<file path="config.mk">
export PLATFORM = sky130hd
export DESIGN_NAME = pipeline_consumer_fsm
export DESIGN_NICKNAME = d
export VERILOG_FILES = /design/src/rtl/pipeline_consumer_fsm.sv
export SDC_FILE = /design/constraint.sdc
export NUM_CORES = 1
export LEC_CHECK = 0
export ABC_CLOCK_PERIOD_IN_PS = 10200
export CAP_MARGIN = 30
export CORE_ASPECT_RATIO = 1.1
export CORE_MARGIN = 2
export CORE_UTILIZATION = 49
export DETAILED_ROUTE_END_ITERATION = 8
export GPL_TIMING_DRIVEN = 0
export PLACE_DENSITY = 0.85
export SLEW_MARGIN = 20
export SYNTH_ARGS = -nofsm -noshare
export SYNTH_HDL_FRONTEND = slang
export SYNTH_SLANG_ARGS = --single-unit
</file>
<file path="constraint.sdc">
create_clock -name clk -period 10.2 [get_ports clk]
set_clock_uncertainty 0.15 [all_clocks]
set_input_delay 1.53 -clock clk [delete_from_list [all_inputs] [get_ports clk]]
set_output_delay 1.53 -clock clk [all_outputs]
set_load 0.02 [all_outputs]
</file>
<file path="src/rtl/pipeline_consumer_fsm.sv">
// rtl/pipeline_consumer_fsm.sv - two-lane sequence checker and global stall source
module pipeline_consumer_fsm #(
    parameter int          WIDTH        = 32,
    parameter logic [15:0] LFSR_SEED    = 16'hACE1,
    parameter int          STALL_THRESH = 4,
    parameter int          CNT_W        = 16
) (
    input  logic             clk,
    input  logic             reset,
    input  logic [WIDTH-1:0] in_data_1,
    input  logic             in_valid_1,
    input  logic             in_flush_1,
    input  logic [WIDTH-1:0] in_data_2,
    input  logic             in_valid_2,
    input  logic             in_flush_2,
    input  logic             stall_en,
    input  logic             halt_on_error,
    output logic             global_stall,
    output logic [CNT_W-1:0] match_count,
    output logic [CNT_W-1:0] err_count,
    output logic             error_flag,
    output logic             halted
);

    typedef enum logic [1:0] {
        ST_RUN   = 2'd0,
        ST_STALL = 2'd1,
        ST_HALT  = 2'd2
    } state_t;

    // Threshold widened so that 16 (always stall) is representable.
    localparam logic [4:0] THRESH = 5'(STALL_THRESH);

    state_t           state, state_nxt;
    logic [15:0]      lfsr;
    logic [3:0]       stall_cnt, stall_cnt_nxt;
    logic [WIDTH-1:0] exp_1, exp_2;
    logic             resync_1, resync_2;

    logic             acc_1, acc_2;
    logic             flush_1, flush_2;
    logic             match_1, match_2;
    logic             err_1, err_2;
    logic             mismatch;
    logic [1:0]       match_inc, err_inc;

    // Saturating add of 0..2 events onto a counter.
    function automatic logic [CNT_W-1:0] sat_add(input logic [CNT_W-1:0] a, input logic [1:0] b);
        logic [CNT_W:0] s;
        s = {1'b0, a} + {{(CNT_W - 1){1'b0}}, b};
        return s[CNT_W] ? {CNT_W{1'b1}} : s[CNT_W-1:0];
    endfunction

    // Per-lane accept/flush/compare decode, gated by the registered stall.
    always_comb begin
        flush_1   = in_flush_1 & ~global_stall;
        flush_2   = in_flush_2 & ~global_stall;
        acc_1     = in_valid_1 & ~global_stall & ~in_flush_1;
        acc_2     = in_valid_2 & ~global_stall & ~in_flush_2;
        match_1   = acc_1 & (resync_1 | (in_data_1 == exp_1));
        match_2   = acc_2 & (resync_2 | (in_data_2 == exp_2));
        err_1     = acc_1 & ~resync_1 & (in_data_1 != exp_1);
        err_2     = acc_2 & ~resync_2 & (in_data_2 != exp_2);
        mismatch  = err_1 | err_2;
        match_inc = {1'b0, match_1} + {1'b0, match_2};
        err_inc   = {1'b0, err_1} + {1'b0, err_2};
    end

    // Next-state logic: halt beats stall in RUN; STALL counts down to RUN.
    always_comb begin
        state_nxt     = state;
        stall_cnt_nxt = stall_cnt;
        case (state)
            ST_RUN: begin
                if (mismatch && halt_on_error) begin
                    state_nxt = ST_HALT;
                end else if (stall_en && ({1'b0, lfsr[3:0]} < THRESH)) begin
                    state_nxt     = ST_STALL;
                    stall_cnt_nxt = {1'b0, lfsr[6:4]} + 4'd1;
                end
            end
            ST_STALL: begin
                if (stall_cnt <= 4'd1) begin
                    state_nxt     = ST_RUN;
                    stall_cnt_nxt = 4'd0;
                end else begin
                    stall_cnt_nxt = stall_cnt - 4'd1;
                end
            end
            ST_HALT: begin
                state_nxt = ST_HALT;
            end
            default: begin
                state_nxt     = ST_RUN;
                stall_cnt_nxt = 4'd0;
            end
        endcase
    end

    // State, LFSR and registered stall/halt outputs.
    always_ff @(posedge clk) begin
        if (reset) begin
            state        <= ST_RUN;
            stall_cnt    <= 4'd0;
            lfsr         <= LFSR_SEED;
            global_stall <= 1'b0;
            halted       <= 1'b0;
        end else begin
            state        <= state_nxt;
            stall_cnt    <= stall_cnt_nxt;
            lfsr         <= (lfsr >> 1) ^ (lfsr[0] ? 16'hB400 : 16'h0000);
            global_stall <= (state_nxt != ST_RUN);
            halted       <= (state_nxt == ST_HALT);
        end
    end

    // Expected-value tracking and resync flags for both lanes.
    always_ff @(posedge clk) begin
        if (reset) begin
            exp_1    <= WIDTH'(1);
            exp_2    <= WIDTH'(2);
            resync_1 <= 1'b0;
            resync_2 <= 1'b0;
        end else begin
            if (flush_1) begin
                resync_1 <= 1'b1;
            end else if (acc_1) begin
                exp_1    <= in_data_1 + WIDTH'(1);
                resync_1 <= 1'b0;
            end
            if (flush_2) begin
                resync_2 <= 1'b1;
            end else if (acc_2) begin
                exp_2    <= in_data_2 + WIDTH'(1);
                resync_2 <= 1'b0;
            end
        end
    end

    // Saturating match/error counters and sticky error flag.
    always_ff @(posedge clk) begin
        if (reset) begin
            match_count <= '0;
            err_count   <= '0;
            error_flag  <= 1'b0;
        end else begin
            match_count <= sat_add(match_count, match_inc);
            err_count   <= sat_add(err_count, err_inc);
            if (mismatch) begin
                error_flag <= 1'b1;
            end
        end
    end

endmodule

</file>
==> results of run 1 <==
==> final timing paths <==
path / startpoint / endpoint / depth (start not counted)
max: in_valid_2 / match_count[11] / 13
min: lfsr[1] / lfsr[0] / 1
min reg2reg: lfsr[1] / lfsr[0] / 1
max reg2reg: global_stall / match_count[11] / 12
==> cell usage in the layout, fill, tap and decap left out, types with 2 or more instances in the layout <==
cell type                         synthesis  routed
sky130_fd_sc_hd__or3_1                   14      14
sky130_fd_sc_hd__or2_2                    8       8
sky130_fd_sc_hd__nand2b_1                 2       2
sky130_fd_sc_hd__nand2_1                 43      43
sky130_fd_sc_hd__xor2_1                  78      78
sky130_fd_sc_hd__o21a_1                   3       3
sky130_fd_sc_hd__o21ai_0                 15      15
sky130_fd_sc_hd__o31ai_1                  2       2
sky130_fd_sc_hd__dfxtp_1                123     123
sky130_fd_sc_hd__nor2_1                  95      95
sky130_fd_sc_hd__buf_2                    2       2
sky130_fd_sc_hd__nand4_1                 28      28
sky130_fd_sc_hd__clkbuf_8                 0       6
sky130_fd_sc_hd__xnor2_1                 60      60
sky130_fd_sc_hd__clkbuf_1                27      30
sky130_fd_sc_hd__and2_1                   4       4
sky130_fd_sc_hd__nor4_4                   2       2
sky130_fd_sc_hd__a21oi_1                 34      34
sky130_fd_sc_hd__and3_1                  15      15
sky130_fd_sc_hd__clkdlybuf4s50_1          0     103
sky130_fd_sc_hd__a211oi_1                52      52
sky130_fd_sc_hd__nor4_1                   8       8
sky130_fd_sc_hd__a311oi_1                11      11
sky130_fd_sc_hd__nor2b_1                 11      11
sky130_fd_sc_hd__nor4_2                   4       4
sky130_fd_sc_hd__mux2i_1                  2       2
sky130_fd_sc_hd__buf_6                    2       2
sky130_fd_sc_hd__inv_1                   18      18
sky130_fd_sc_hd__clkbuf_16                0      17
sky130_fd_sc_hd__ha_1                     7       7
sky130_fd_sc_hd__nand3_1                 34      34
sky130_fd_sc_hd__clkinv_2                 0       2
sky130_fd_sc_hd__nor3b_1                  2       2
sky130_fd_sc_hd__and4_1                   4       4
sky130_fd_sc_hd__nor3_1                   9       9
sky130_fd_sc_hd__fa_1                     2       2
==> metal layers <==
metal	up-vias	track usage, %	routed length (um)
li1	2884	-	-
met2	174	39.17	7973
met1	2744	29.83	7059
met3	42	5.499	896
met5	-	0	0
met4	0	10.33	511
==> through the flow <==
step / power [W] / setup WS [ns] / hold WS [ns]
4_1_cts: 0.001287 / 4.833 / 0.2568
3_5_place_dp: 0.0007473 / 4.470 / 0.2463
3_3_place_gp: 0.0007414 / 4.575 / 0.2447
6_report: 0.001285 / 4.850 / 0.2578
5_1_grt: 0.001334 / 4.444 / 0.2829
2_1_floorplan: 0.0006657 / 5.751 / 0.2395
==> cell usage after synthesis, types with 2 or more instances <==
master                     instances  area share (%)
sky130_fd_sc_hd__nand3_1          34             2.6
sky130_fd_sc_hd__mux2i_1           2            0.31
sky130_fd_sc_hd__or3_1            14             1.3
sky130_fd_sc_hd__nand4_1          28             2.7
sky130_fd_sc_hd__nand2_1          43             2.5
sky130_fd_sc_hd__nor3b_1           2            0.23
sky130_fd_sc_hd__and4_1            4            0.54
sky130_fd_sc_hd__a211oi_1         52             6.0
sky130_fd_sc_hd__ha_1              7             1.3
sky130_fd_sc_hd__buf_6             2            0.35
sky130_fd_sc_hd__nor3_1            9            0.69
sky130_fd_sc_hd__buf_2             2            0.15
sky130_fd_sc_hd__and2_1            4            0.39
sky130_fd_sc_hd__a311oi_1         11             1.5
sky130_fd_sc_hd__fa_1              2            0.62
sky130_fd_sc_hd__nor4_2            4            0.77
sky130_fd_sc_hd__a21oi_1          34             2.6
sky130_fd_sc_hd__nand2b_1          2            0.19
sky130_fd_sc_hd__o21ai_0          15             1.2
sky130_fd_sc_hd__or2_2             8            0.77
sky130_fd_sc_hd__xnor2_1          60             8.1
sky130_fd_sc_hd__o31ai_1           2            0.23
sky130_fd_sc_hd__nor4_4            2            0.66
sky130_fd_sc_hd__o21a_1            3            0.35
sky130_fd_sc_hd__clkbuf_1         27             1.6
sky130_fd_sc_hd__nor2_1           95             5.5
sky130_fd_sc_hd__nor2b_1          11             1.1
sky130_fd_sc_hd__xor2_1           78              11
sky130_fd_sc_hd__inv_1            18             1.0
sky130_fd_sc_hd__nor4_1            8            0.77
sky130_fd_sc_hd__dfxtp_1         123              38
sky130_fd_sc_hd__and3_1           15             1.4
==> power by group through the flow <==
stage | logic (W) | clock network [W] | registers (W)
global route | 0.000224 | 0.000569 | 0.000541
CTS | 0.000203 | 0.000546 | 0.000537
finish | 0.000204 | 0.000544 | 0.000538
detailed placement | 0.000201 | 0 | 0.000546
global placement | 0.000196 | 0 | 0.000545
floorplan | 0.000121 | 0 | 0.000545
==> state kept, by name, indices dropped and copies added (netlist names) <==
| register | cells |
|---|---|
| exp_2 | 32 |
| match_count | 16 |
| lfsr | 16 |
| halted | 1 |
| err_count | 16 |
| state | 2 |
| resync_1 | 1 |
| exp_1 | 32 |
| global_stall | 1 |
| resync_2 | 1 |
| stall_cnt | 4 |
| error_flag | 1 |
==> worst max-delay path, delay by kind of cell <==
family	cells	cell delay, ns
and+or+nand+nor	6	1.84
buffers and inverters	4	1.30
AOI/OAI and AO/OA	1	0.20
adders and majority gates	2	0.67
==> area by class of cell <==
class	count	area [um^2]	share of cell area (%)
Multi-Input combinational cell	571	3816	46.23
Timing Repair Buffer	103	1031	12.49
Clock buffer	26	519.2	6.291
Clock inverter	2	10.01	0.1213
Tap cell	161	201.4	2.440
Sequential cell	123	2462	29.83
Buffer	33	146.4	1.774
Inverter	18	67.56	0.8186
==> cell families (layout without fill, tap and decap cells) <==
logic type      count (synthesis)  in the layout  share of synthesized area [%]
compound gates                130            130                          14.07
xor+xnor                      139            139                          18.87
simple gates                  291            291                          23.57
mux                             2              2                         0.3084
fa+ha+maj                       9              9                          1.966
flops                         123            123                          37.93
buf+inv                        51            182                          3.295
==> results_tabular.tex, run 1 <==
\begin{tabular}{lr}
\hline
Metric & Value \\
\hline
\multicolumn{2}{l}{\textbf{Worst setup path}} \\
\quad Slowest Stage Delay on Critical Path & 0.52 ns \\
\quad Required time at the worst-slack endpoint & 10.39 ns \\
\quad Endpoint arrival time on the critical path & 5.54 ns \\
\quad Crit path launch type & input port \\
\quad Kind of end point of the critical path & register \\
\quad Highest fanout seen on the critical path & 10 \\
\quad Series of cell instances along the critical path & clkdlybuf4s50\_1 -> or2b\_2 -> nor2\_1 -> clkbuf\_1 -> nand2b\_1 -> fa\_1 -> inv\_1 -> ha\_1 -> nand2\_1 -> nor3b\_1 -> nand2\_1 -> clkbuf\_1 -> a21oi\_1 \\
\quad Category of the most critical setup path & in2reg \\
\quad Register-to-register setup slack & 6.04 ns \\
\quad Standard cell with the maximum stage delay on the critical path & sky130\_fd\_sc\_hd\_\_nor2\_1 \\
\multicolumn{2}{l}{\textbf{Die}} \\
\quad Total die area & 14,190 um\^{}2 \\
\quad Placement row count & 44 \\
\quad Total I/O pin count & 107 \\
\quad Die height & 124.7 um \\
\quad Initial standard-cell utilization of the core & 49.76\% \\
\quad Die X & 113.8 um \\
\quad Std-Cell Core Area & 13,050 um\^{}2 \\
\multicolumn{2}{l}{\textbf{Global route}} \\
\quad Via count of the first global-routing pass & approximately 5,500 \\
\quad Overall overflow remaining after global route & 0 \\
\quad Pin count of the biggest net entering global routing & 17 \\
\quad Wire length of the first global-routing pass & 26.90 mm \\
\quad Initial antenna violation count & 0 \\
\quad Total Routing Usage GR & 23.86\% \\
\multicolumn{2}{l}{\textbf{CTS}} \\
\quad Number of setup buffers added after CTS & 0 \\
\quad Clock buffers created by TritonCTS & 17 \\
\quad Post-CTS sizing & 0 \\
\quad Clock net sink count & 123 \\
\quad Hold buffer count at CTS & 0 \\
\quad Cell at the root of the clock tree & sky130\_fd\_sc\_hd\_\_clkbuf\_16 \\
\quad Buffer depth of the longest clock path & 2 \\
\quad Clock tree from TritonCTS & built \\
\quad Clock H-tree levels & 4 \\
\quad Clock Pin Slew Worst Setup and Hold Paths & 0.05 ns \\
\quad Clock network latency to the later pin of the worst-skew pair & $\sim$0.42 ns \\
\multicolumn{2}{l}{\textbf{Cells and area}} \\
\quad Filler cells & 1,043 \\
\quad Post-route cell area & 8254 um\^{}2 \\
\quad Antenna cells & 0 \\
\quad Final core utilization & $\sim$63\% \\
\quad Share of post-route cells with drive strength above 1 & 6.393\% \\
\quad Final cell count without fillers & slightly above 1,000 \\
\quad Total Nets Final & 948 \\
\quad Area growth from synthesis to layout & 27.13\% \\
\multicolumn{2}{l}{\textbf{Job}} \\
\quad Max-capacitance violation count & 0 \\
\multicolumn{2}{l}{\textbf{Synthesis}} \\
\quad Number of synthesized flops with an enable pin & 0 \\
\quad Instance count of the mapped netlist & between 700 and 800 \\
\quad Synth async-reset ratio & 0\% \\
\quad Syn Nets & between 800 and 900 \\
\quad Yosys cell types & 56 \\
\quad Share of the yosys chip area belonging to registers & 37.93\% \\
\quad Prevailing post-synth register cell & sky130\_fd\_sc\_hd\_\_dfxtp\_1 \\
\quad Cell area after synthesis & about 6500 um\^{}2 \\
\quad Post-Syn Area per Cell & between 8 and 9 um\^{}2 \\
\quad Post-synthesis register bit count & 123 \\
\quad Synthesis warning total & 0 \\
\multicolumn{2}{l}{\textbf{Pwr}} \\
\quad Total power divided by cell area & 155.7 nW/um\^{}2 \\
\quad Clock group share of total power & 42.3\% \\
\quad Combinational share of power & 15.9\% \\
\quad Internal power & 0.0009514 W \\
\quad Net switching fraction of the power & $\sim$26\% \\
\quad Part of the power in registers & a little over two fifths \\
\quad Total leakage power & 2.906 nW \\
\quad Net Sw Power & between 0.0003 and 0.0004 W \\
\quad Peak supply drop & 111.5 uV \\
\multicolumn{2}{l}{\textbf{Placement}} \\
\quad Half-perimeter wire length after detailed placement & 11.95 mm \\
\quad Routability Congestion & 0.9088 \\
\quad Cell area after placement & 7725 um\^{}2 \\
\quad \# placed instances & 1,009 \\
\quad Count of input and output buffers & 103 \\
\multicolumn{2}{l}{\textbf{Timing}} \\
\quad Final slew viol count & 0 \\
\quad Number of hold-slack violations in the final timing report & 0 \\
\quad Max frequency & roughly 0.19 GHz \\
\quad Fin crit period & 5.350 ns \\
\quad Count of final setup violators & 0 \\
\quad Setup TNS & 0 ns \\
\quad Share of the clock period used by the worst path & between 50\% and 60\% \\
\quad Unrepaired setup endpoints after global routing & false \\
\quad Tightest Pin Transition & 0.9260 ns \\
\quad Relative slew margins & 37.29\% \\
\multicolumn{2}{l}{\textbf{Detailed routing}} \\
\quad Routed wirelength normalized by instance count & roughly 16 um \\
\quad Vias & 5,844 \\
\quad Count of antenna-violating nets left after detailed routing & 0 \\
\quad Final wirelength & 16.44 mm \\
\quad Violation count after the first detailed-route iteration & 484 \\
\quad Number of iterations in the first detailed-routing pass & 5 \\
\quad Remaining DRCs & 0 \\
\quad Per-cell via count in the routed design & 5.635 \\
\multicolumn{2}{l}{\textbf{Status}} \\
\quad Run status & completed \\
\multicolumn{2}{l}{\textbf{Hold path}} \\
\quad Class of the tightest hold or removal check & reg2reg \\
\hline
\end{tabular}
Note: power is estimated with default switching activity, not from simulation.
==> run 2, diff against run 1 <==
Settings changed: ABC_CLOCK_PERIOD_IN_PS 10200 to 5450.
Clock period 10.2 ns to 5.45 ns, I/O delays scaled along.
==> results of run 2 <==
Same layout as run 1 (identical final DEF). Status: completed.
Among the figures that moved: setup slack after placement 4.470 ns -> 0.4320 ns; setup slack after layout 4.850 ns -> 0.8127 ns; register-to-register setup slack 6.04 ns -> 1.29 ns; total power 0.001285 W -> 0.002406 W; worst IR drop on VDD 111.5 uV -> 208.6 uV
==> run 3, diff against run 2 <==
Settings changed: CORE_MARGIN 2 to default.
==> results_tabular.tex, run 3 (same netlist as run 1, synthesis figures left out) <==
\begin{tabular}{lr}
\hline
Metric & Value \\
\hline
\multicolumn{2}{l}{\textbf{Status}} \\
\quad Run status & finished, violations left (was completed) \\
\quad Failing checks & DRC \\
\multicolumn{2}{l}{\textbf{Worst setup path}} \\
\quad Reg2Reg Depth & 12 (unchanged) \\
\quad Series of cell instances along the critical path & clkdlybuf4s50\_1 -> or2b\_2 -> nor2\_1 -> clkbuf\_1 -> nand2b\_1 -> fa\_1 -> inv\_1 -> ha\_1 -> nand2\_1 -> nor3b\_1 -> nand2\_1 -> clkbuf\_1 -> a21oi\_1 (unchanged) \\
\quad Endpoint arrival time on the critical path & 4.71 ns (was 4.83 ns) \\
\quad Slowest Stage Delay on Critical Path & 0.51 ns (was 0.52 ns) \\
\quad Category of the most critical setup path & in2reg (unchanged) \\
\quad Kind of end point of the critical path & register (unchanged) \\
\quad Endpoint of the worst-slack reg-to-reg timing path & match\_count[9] (was match\_count[11]) \\
\quad Worst flop-to-flop path startpoint & global\_stall (unchanged) \\
\quad Crit path launch type & input port (unchanged) \\
\quad Standard cell with the maximum stage delay on the critical path & sky130\_fd\_sc\_hd\_\_nor2\_1 (unchanged) \\
\quad Highest fanout seen on the critical path & 10 (unchanged) \\
\quad Register-to-register setup slack & 1.39 ns (was 1.29 ns) \\
\quad Required time at the worst-slack endpoint & 5.64 ns (about the same) \\
\multicolumn{2}{l}{\textbf{Timing}} \\
\quad Hold WS & 0.2682 ns (was 0.2578 ns) \\
\quad Minimum setup slack in the final design & 0.9244 ns (was 0.8127 ns) \\
\quad Tightest Pin Transition & 0.6637 ns (was 0.9260 ns) \\
\quad Count of final setup violators & 0 (unchanged) \\
\quad Fin crit period & 4.526 ns (was 4.637 ns) \\
\quad Setup TNS & 0 ns (unchanged) \\
\quad Unrepaired setup endpoints after global routing & false (unchanged) \\
\quad Final slew viol count & 0 (unchanged) \\
\quad Max frequency & 0.2210 GHz (was 0.2156 GHz) \\
\quad Relative slew margins & 55.75\% (was 37.29\%) \\
\quad Share of the clock period used by the worst path & 83.04\% (was 85.09\%) \\
\quad Number of hold-slack violations in the final timing report & 0 (unchanged) \\
\multicolumn{2}{l}{\textbf{Cells and area}} \\
\quad Area growth from synthesis to layout & 28.08\% (was 27.13\%) \\
\quad Total Nets Final & 949 (was 948) \\
\quad Post-route cell area & 8315 um\^{}2 (was 8254 um\^{}2) \\
\quad Highest-count cells in the layout ignoring fill and taps & sky130\_fd\_sc\_hd\_\_dfxtp\_1 (123), sky130\_fd\_sc\_hd\_\_clkdlybuf4s50\_1 (103), sky130\_fd\_sc\_hd\_\_nor2\_1 (95) (unchanged) \\
\quad Largest regs & exp\_1 x32, exp\_2 x32 (unchanged) \\
\quad Most common cell after layout, fill and taps aside & sky130\_fd\_sc\_hd\_\_dfxtp\_1 (unchanged) \\
\quad Final cell count without fillers & 1,037 (unchanged) \\
\quad Antenna cells & 0 (unchanged) \\
\quad Share of post-route cells with drive strength above 1 & 6.818\% (was 6.393\%) \\
\multicolumn{2}{l}{\textbf{Detailed routing}} \\
\quad Violation count after the first detailed-route iteration & 376 (was 484) \\
\quad Final wirelength & 16.42 mm (was 16.44 mm) \\
\quad Vias & 5,817 (was 5,844) \\
\quad Remaining DRCs & 8 (was 0) \\
\quad Per-cell via count in the routed design & 5.609 (was 5.635) \\
\quad Routed wirelength normalized by instance count & 15.83 um (was 15.85 um) \\
\quad Count of antenna-violating nets left after detailed routing & 0 (unchanged) \\
\quad Number of iterations in the first detailed-routing pass & 7 (was 5) \\
\multicolumn{2}{l}{\textbf{CTS}} \\
\quad Cell at the root of the clock tree & sky130\_fd\_sc\_hd\_\_clkbuf\_16 (unchanged) \\
\quad Clock Pin Slew Worst Setup and Hold Paths & 0.05 ns (about the same) \\
\quad Clock tree from TritonCTS & built (unchanged) \\
\quad Hold buffer count at CTS & 0 (unchanged) \\
\quad Clock net sink count & 123 (unchanged) \\
\quad Clock network latency to the later pin of the worst-skew pair & 0.42 ns (about the same) \\
\quad Number of setup buffers added after CTS & 0 (unchanged) \\
\quad Buffer depth of the longest clock path & 2 (unchanged) \\
\quad Post-CTS sizing & 0 (unchanged) \\
\quad Clock buffers created by TritonCTS & 17 (unchanged) \\
\quad Clock H-tree levels & 4 (unchanged) \\
\multicolumn{2}{l}{\textbf{Die}} \\
\quad Std-Cell Core Area & 12,750 um\^{}2 (was 13,050 um\^{}2) \\
\quad Initial standard-cell utilization of the core & 50.92\% (was 49.76\%) \\
\quad Placement row count & 43 (was 44) \\
\quad Die X & 111.8 um (was 113.8 um) \\
\quad Die height & 122.7 um (was 124.7 um) \\
\quad Total I/O pin count & 107 (unchanged) \\
\quad Total die area & 13,710 um\^{}2 (was 14,190 um\^{}2) \\
\multicolumn{2}{l}{\textbf{Placement}} \\
\quad Worst setup timing slack at the placement stage & 0.5307 ns (was 0.4320 ns) \\
\quad Count of input and output buffers & 103 (unchanged) \\
\quad \# placed instances & 1,005 (was 1,009) \\
\quad Cell area after placement & 7720 um\^{}2 (was 7725 um\^{}2) \\
\quad Routability Congestion & 0.8699 (was 0.9088) \\
\quad Half-perimeter wire length after detailed placement & 12.14 mm (was 11.95 mm) \\
\multicolumn{2}{l}{\textbf{Global route}} \\
\quad Pin count of the biggest net entering global routing & 17 (unchanged) \\
\quad Overall overflow remaining after global route & 0 (unchanged) \\
\quad Via count of the first global-routing pass & 5,488 (was 5,473) \\
\quad Wire length of the first global-routing pass & 26.25 mm (was 26.90 mm) \\
\quad Total Routing Usage GR & 24.33\% (was 23.86\%) \\
\quad Initial antenna violation count & 0 (unchanged) \\
\multicolumn{2}{l}{\textbf{Pwr}} \\
\quad Peak supply drop & 157.2 uV (was 208.6 uV) \\
\quad Total leakage power & 2.931 nW (was 2.906 nW) \\
\quad Total power divided by cell area & 302.1 nW/um\^{}2 (was 291.5 nW/um\^{}2) \\
\multicolumn{2}{l}{\textbf{Hold path}} \\
\quad Number of stages on the worst hold path & 1 (unchanged) \\
\quad Endpoint of the worst hold-timing path & lfsr[11] (was lfsr[0]) \\
\quad Class of the tightest hold or removal check & reg2reg (unchanged) \\
\quad Start point of the worst min-delay path & lfsr[12] (was lfsr[1]) \\
\multicolumn{2}{l}{\textbf{Job}} \\
\quad Max-capacitance violation count & 0 (unchanged) \\
\hline
\end{tabular}
[run 3: per-stage QoR]
step,utilization [%],total power [W]
2_1_floorplan,-,0.001246
3_3_place_gp,60.54,0.001389
3_5_place_dp,60.54,0.001399
4_1_cts,65.18,0.002514
5_1_grt,65.21,0.002599
6_report,65.21,0.002512
[run 3: worst max-delay path by stage]
stage	endpoint	slack [ns]	cells past startpoint	start
2_1_floorplan	match_count[10]	1.71	12	in_valid_2
3_3_place_gp	match_count[5]	0.59	13	in_valid_2
3_5_place_dp	match_count[9]	0.53	13	in_valid_2
4_1_cts	match_count[9]	0.91	13	in_valid_2
5_1_grt	match_count[6]	0.50	13	in_valid_2
6_report	match_count[9]	0.92	13	in_valid_2
[run 3: cell type report]
class	count	area [um^2]
Clock inverter	6	85.08
Sequential cell	123	2462
Inverter	18	67.56
Timing Repair Buffer	104	1036
Multi-Input combinational cell	571	3816
Clock buffer	25	505.5
Buffer	33	146.4
Fill cell	992	4436
Tap cell	157	196.4
[run 3: layer usage]
metal  up-vias  GRT usage, %  wire length, um
met5         -             0                0
met4         0         8.953              328
met3        35         5.136              826
li1       2885             -                -
met2       186         42.74             8127
met1      2711         29.35             7137
[run 3: worst max-delay path, delay by kind of cell]
kind | cells | cell delay [ns]
simple gates | 6 | 1.82
compound gates | 1 | 0.18
buf+inv | 4 | 1.22
fa+ha+maj | 2 | 0.67
[run 3: power breakdown]
part           internal (W)  switching [W]
Sequential         0.000962      0.0000427
Clock              0.000729       0.000393
Combinational      0.000178       0.000207
Total               0.00187       0.000643
